## config.mk

```make
export PLATFORM = sky130hd
export DESIGN_NAME = wnd3x3_linebuf
export DESIGN_NICKNAME = d
export VERILOG_FILES = /design/src/rtl/wnd3x3_linebuf.sv
export SDC_FILE = /design/constraint.sdc
export NUM_CORES = 1
export LEC_CHECK = 0
export ABC_AREA = 1
export CAP_MARGIN = 20
export CORE_AREA = 2 2 203 205
export DETAILED_ROUTE_END_ITERATION = 8
export DIE_AREA = 0 0 205 207
export HOLD_SLACK_MARGIN = 0.1
export PLACE_DENSITY = 0.75
export SETUP_SLACK_MARGIN = 0.4
export SLEW_MARGIN = 15
export SYNTH_ARGS = -nofsm -noshare
export SYNTH_HDL_FRONTEND = slang
export SYNTH_SLANG_ARGS = --single-unit
```

## constraint.sdc

```tcl
create_clock -name clk -period 5.3 [get_ports clk]
set_input_delay 0.795 -clock clk [delete_from_list [all_inputs] [get_ports clk]]
set_output_delay 0.795 -clock clk [all_outputs]
set_load 0.02 [all_outputs]
```

## src/rtl/wnd3x3_linebuf.sv

```systemverilog
// rtl/wnd3x3_linebuf.sv - streaming 3x3 window generator with two line buffers (valid-only windows).
// Optional frame-done pulse output enabled by `define WND_FRAME_DONE_EN.
module wnd3x3_linebuf #(
    parameter int FEATURE_WIDTH = 8,
    parameter int WINDOW_SIZE   = 9,
    parameter int IMG_W         = 32,
    parameter int IMG_H         = 32,
    parameter int CNT_W         = 6
) (
    input  logic                                   clk,
    input  logic                                   rst,
    input  logic                                   wnd_clr,
    input  logic [FEATURE_WIDTH-1:0]               in_pix,
    input  logic                                   in_valid,
    output logic                                   in_ready,
    output logic [WINDOW_SIZE*FEATURE_WIDTH-1:0]   xwnd_3x3,
    output logic                                   out_valid,
    input  logic                                   out_ready
`ifdef WND_FRAME_DONE_EN
    ,
    output logic                                   wnd_done
`endif
);

    localparam int FW = FEATURE_WIDTH;
    localparam int XW = WINDOW_SIZE * FEATURE_WIDTH;
    localparam int AW = (IMG_W > 1) ? $clog2(IMG_W) : 1;

    logic [FW-1:0]    lb0_mem [IMG_W];
    logic [FW-1:0]    lb1_mem [IMG_W];

    logic [CNT_W-1:0] row_q, row_d;
    logic [CNT_W-1:0] col_q, col_d;
    logic [XW-1:0]    win_q, win_d;
    logic             valid_q, valid_d;

    logic             accept;
    logic             col_last;
    logic             row_last;
    logic             gen_wnd;
    logic [AW-1:0]    col_idx;
    logic [FW-1:0]    lb_top;
    logic [FW-1:0]    lb_mid;

    assign col_idx   = col_q[AW-1:0];
    assign lb_top    = lb1_mem[col_idx];
    assign lb_mid    = lb0_mem[col_idx];
    assign in_ready  = !wnd_clr && (!valid_q || out_ready);
    assign accept    = in_valid && in_ready;
    assign col_last  = (col_q == CNT_W'(IMG_W - 1));
    assign row_last  = (row_q == CNT_W'(IMG_H - 1));
    assign gen_wnd   = accept && (row_q >= CNT_W'(2)) && (col_q >= CNT_W'(2));
    assign out_valid = valid_q;
    assign xwnd_3x3  = win_q;

    always_comb begin
        row_d   = row_q;
        col_d   = col_q;
        win_d   = win_q;
        valid_d = valid_q;
        if (wnd_clr) begin
            row_d   = '0;
            col_d   = '0;
            valid_d = 1'b0;
        end else if (accept) begin
            // Shift columns left; new right column is {oldest row, middle row, incoming pixel}.
            win_d = {in_pix, win_q[8*FW +: FW], win_q[7*FW +: FW],
                     lb_mid, win_q[5*FW +: FW], win_q[4*FW +: FW],
                     lb_top, win_q[2*FW +: FW], win_q[1*FW +: FW]};
            if (col_last) begin
                col_d = '0;
                row_d = row_last ? '0 : row_q + CNT_W'(1);
            end else begin
                col_d = col_q + CNT_W'(1);
            end
            if (gen_wnd) begin
                valid_d = 1'b1;
            end else if (out_ready) begin
                valid_d = 1'b0;
            end
        end else if (valid_q && out_ready) begin
            valid_d = 1'b0;
        end
    end

    always_ff @(posedge clk) begin
        if (rst) begin
            row_q   <= '0;
            col_q   <= '0;
            win_q   <= '0;
            valid_q <= 1'b0;
        end else begin
            row_q   <= row_d;
            col_q   <= col_d;
            win_q   <= win_d;
            valid_q <= valid_d;
        end
    end

    // Line buffers carry no reset: rows 0/1 never emit windows, so stale contents stay hidden.
    always_ff @(posedge clk) begin
        if (accept && !rst) begin
            lb1_mem[col_idx] <= lb_mid;
            lb0_mem[col_idx] <= in_pix;
        end
    end

`ifdef WND_FRAME_DONE_EN
    logic last_q, last_d;
    logic done_q, done_d;

    always_comb begin
        last_d = last_q;
        done_d = 1'b0;
        if (wnd_clr) begin
            last_d = 1'b0;
        end else begin
            done_d = valid_q && out_ready && last_q;
            if (gen_wnd) begin
                last_d = row_last && col_last;
            end
        end
    end

    always_ff @(posedge clk) begin
        if (rst) begin
            last_q <= 1'b0;
            done_q <= 1'b0;
        end else begin
            last_q <= last_d;
            done_q <= done_d;
        end
    end

    assign wnd_done = done_q;
`endif

endmodule

```

* Yosys cells after proc, flatten, opt, wreduce, memory -nomap -nowiden
Memories as Yosys holds them, arrays and structs flattened. A register that Yosys moved wholly into a read port is not among the register bits. Index checks and enable logic that the tools add are counted.
Cells by class: $add $sub $neg 2, order comparisons 2, equality and inequality tests 3, mux-type cells 10, bitwise gates (word level) 1, reductions and logical operators 15
Operators by type and width (number):
- $add A6 B1 Y6 const B | 2
- $eq A6 B5 Y1 const B | 2
- $ge A6 B2 Y1 const B | 2
- $mux W6 | 2
- $mux W5 | 2
- $logic_and A1 B1 Y1 | 6
- $mux W1 | 6
- $reduce_and A2 Y1 | 3
- $logic_not A1 Y1 | 3
- $ne A3 B2 Y1 const B | 1
- $reduce_bool A2 Y1 | 1
- $reduce_or A2 Y1 | 1
- $logic_or A1 B1 Y1 | 1
- $not A1 Y1 | 1
Storage, ports and cells: register bits after elaboration 85, memory bits (writable) 512, word-level logic and storage cells 39, memories kept 2
Memory list:
- lb0_mem | words 32, width 8, read ports 1, clocked after Yosys merged registers in 1, wr ports 1, line 29 | logic [FW-1:0] lb0_mem [IMG_W];
- lb1_mem | words 32, width 8, read ports 1, clocked after Yosys merged registers in 1, wr ports 1, line 30 | logic [FW-1:0] lb1_mem [IMG_W];

* Logic depth before layout (Yosys ltp)
word-level depth 8, mapped depth 12, gate-level depth less buffers 10

* Least setup slack after synthesis
Ideal clock, no wire load.
path type input port to flip-flop, start point input out_ready, end point memory lb0_mem[31][0] (netlist bit), enable pin, arrival 3.325 ns, required time 4.870 ns, setup slack 1.545 ns, cell stages on the path 6, buffers on the path 2, cell sequence nor2_1 nor2_1 nand2_1 buf_2 buf_2 nor4_1
On the way: cells in the longest elaborated chain, start to end 6
Ends and longest elaborated chain:
- start, declared | line 18 | input logic out_ready
- $logic_or A1 B1 Y1 | line 48 | assign in_ready = !wnd_clr && (!valid_q || out_ready);
- $logic_and A1 B1 Y1 | line 48
- named net in_ready | line 15 | output logic in_ready,
- $logic_and A1 B1 Y1 | line 49 | assign accept = in_valid && in_ready;
- $logic_and A1 B1 Y1 | line 102 | if (accept && !rst) begin
- $mux W1 | line 102
- $mux W1 (not written as such) | line 104 | lb0_mem[col_idx] <= in_pix;
- end, declared | line 29
The timed path passes the listed nets, and every way through them passes these cells.

==> qor.yml <==
critical_path:
  cp_top_family: "buffers and inverters"
  cp_slowest_cell: "inv_1"
  cp-end-kind: "flip-flop"
  slowest_delay_ps: 750
  worst-r2r-setup-slack_ps: 1730
  crit_buf_inv: 3
  cp_cell_sequence: "clkinv_2 > buf_6 > nand2_1 > nand3_1 > nand3_1 > nand2_1 > nand2_1 > nand3_1 > nand2_1 > inv_1"
  cp.required_ps: 5560
  worst_setup_path_start_kind: "flip-flop"
  r2r-end: "lb1_mem[23][0]"
  critical_path.max_fanout: 114
  crit_top_cell: "nand2_1"
  path_class: "flip-flop to flip-flop"
  arrival_ps: 3820
  rr_worst_depth: 10
final_layout:
  mostFrequentLayoutCell: "nand2_1"
  syn_to_final_growth_pct: 13.0
  fillers: 2904
  diodes: 0
  drive_gt1_frac: 0.0701
  fin_cells: 2772
  layout.nets: 2216
  final_cell_mix: "nand2_1 (575), edfxtp_1 (512), nand3_1 (242)"
cts:
  insertion_delay_ps: 610
  clock-sinks: 602
  cts.path.max_buffers: 3
  cts_tree: "yes"
  cts_resized: 0
  htreeDepth: 2
  cts_made_buffers: 56
  post_cts_buffers: 0
  root_buffer: "clkbuf_16"
  ctsHoldBuffers: 0
  path_clk_slew_ps: 60
synthesis:
  ys_ff_latch: 602
  syn_nets: 2136
  synth_warnings: 0
  synth_cell_types: 30
  synth.area.top_cells: "edfxtp_1 (65%), nand2_1 (9.1%), dfxtp_1 (7.6%)"
  synth_top_area_frac: 0.646
  ys_seq_area_frac: 0.722
  synth.avg_cell_area_um2: 11.2
  syn-instance-count: 2117
  synth_top_cell_by_area: "edfxtp_1"
  synth_area_mm2: 0.0238
global_route:
  antenna_found_initial: 0
  grt_max_degree: 115
  grt_overflow_total: 0
  grt_pass1_wl_um: 88100
  grt_pass1_vias: 15500
  globalRouteTotalUtil: 0.273
die:
  io-pin-count: 87
  die_h_um: 207
  dieArea_mm2: 0.0424
  core_area_mm2: 0.0404
  initial_core_util: 0.589
  rows: 74
  die_x_um: 205
detailed_routing:
  drt.antenna.violating_nets: 0
  wirelength_um: 57900
  first_iter_violations: 2073
  drc: 0
  wire_per_inst_um: 20.9
  firstDrtPassIters: 5
  routed_via_density: 5.90
  dr_total_vias: 16400
worst_hold_path:
  hold-path-endpoint: "xwnd_3x3[55]"
  hold_depth: 2
  worstHoldStart: "xwnd_3x3[55]"
  hp-class: "flip-flop to flip-flop"
timing:
  finalHoldViolCount: 0
  fmax_mhz: 280
  period_needed_ps: 3570
  timing.hold.ws_ps: 463
  slew_headroom: 0.208
  fin_crit_sh: 0.673
  tightest_slew_ps: 1180
  setup-violations-final: 0
  finClkSkew_ps: 16.0
  fin_setup_tns_ps: 0
  slew_viol_final: 0
  rsz0062_at_grt: "no"
placed_design:
  gp_congestion: 0.894
  post-dp-hpwl_um: 33600
  dp.cells: 2670
  port_buffers: 86
flow_run:
  drv_cap: 0
power:
  total_leakage_power_nw: 9.44
  ir_drop_mv: 0.224
  design_power_total_w: 0.00927
  power_density_mw_per_mm2: 345
outcome:
  status: "complete, no violations"
metal layers:
layer	wire, µm	vias up	global-route usage
li1	-	7481	-
met1	23000	7813	0.385
met2	27000	957	0.423
met3	6420	100	0.0568
met4	1540	0	0.100
met5	0	-	0
final cells by class:
type | instances | area [µm²] | area share
tap | 532 | 666 | 0.0247
inverter | 52 | 198 | 0.00735
clock inverter | 19 | 100 | 0.00372
sequential | 602 | 17200 | 0.639
clock buffer | 82 | 1570 | 0.0585
timing repair buffer | 142 | 1300 | 0.0482
multi-input combinational | 1343 | 5880 | 0.219
power by group:
part	total [W]	internal (W)	switching (W)
clock network	0.00369	0.00205	0.00164
registers	0.00519	0.00517	0.0000262
logic	0.000390	0.000107	0.000283
cell families (layout without fill, tap and decap cells):
| group | count (synthesis) | in the layout | synth area share |
|---|---|---|---|
| buf+inv | 172 | 295 | 0.0315 |
| flops | 602 | 602 | 0.722 |
| compound gates | 265 | 265 | 0.0575 |
| fa+ha+maj | 6 | 6 | 0.00315 |
| simple gates | 1072 | 1072 | 0.186 |
synthesized netlist by cell type:
cell type and n:
nand2_1 576, nor3_2 5, o22ai_1 11, nand3_2 1, o21ai_0 144, nand3_1 242, nand4_1 1, nand2_2 1
nor4_1 3, nor2_4 1, nor3b_2 2, nor3_1 4, edfxtp_1 512, o21ai_1 13, clkbuf_1 43, o21ai_2 1
inv_2 5, o21a_1 9, a31oi_1 2, inv_1 46, buf_1 9, nor2_1 234, nor2_2 1, buf_4 8
dfxtp_1 90, clkinv_1 1, nor2_8 1, a21oi_1 85, buf_2 60, ha_1 6
worst max path at each step:
stage | start | to | slack [ps] | cells after the start
floorplan | out_ready | lb0_mem[31][0] | 1550 | 6
global placement | out_ready | xwnd_3x3[47] | 1510 | 8
detailed placement | out_ready | xwnd_3x3[47] | 1570 | 8
CTS | flip-flop | lb1_mem[24][0] | 1530 | 10
global route | flip-flop | lb1_mem[30][5] | 1500 | 10
finish | flip-flop | lb1_mem[23][0] | 1730 | 10
worst reg2reg max path: cells and delay by family (launching register included):
kind                   cells  cell delay [ps]
buffers and inverters      3             1690
flip-flops                 1              520
AND/OR/NAND/NOR            7              990
sequential cells by signal, indices dropped and copies added (netlist names), named ones only:
| name | cells |
|---|---|
| lb0_mem | 256 |
| lb1_mem | 256 |
| xwnd_3x3 | 72 |
| col_q | 6 |
| row_q | 6 |
| out_valid | 1 |
through the flow:
step	instance area (µm²)	setup WS (ps)	util
after floorplan	23800	1550	-
after global placement	25200	1510	0.624
after detailed placement	25200	1570	0.624
after CTS	26900	1530	0.666
after global routing	26900	1500	0.666
final	26900	1730	0.666
Note: power is estimated with default switching activity, not from simulation.
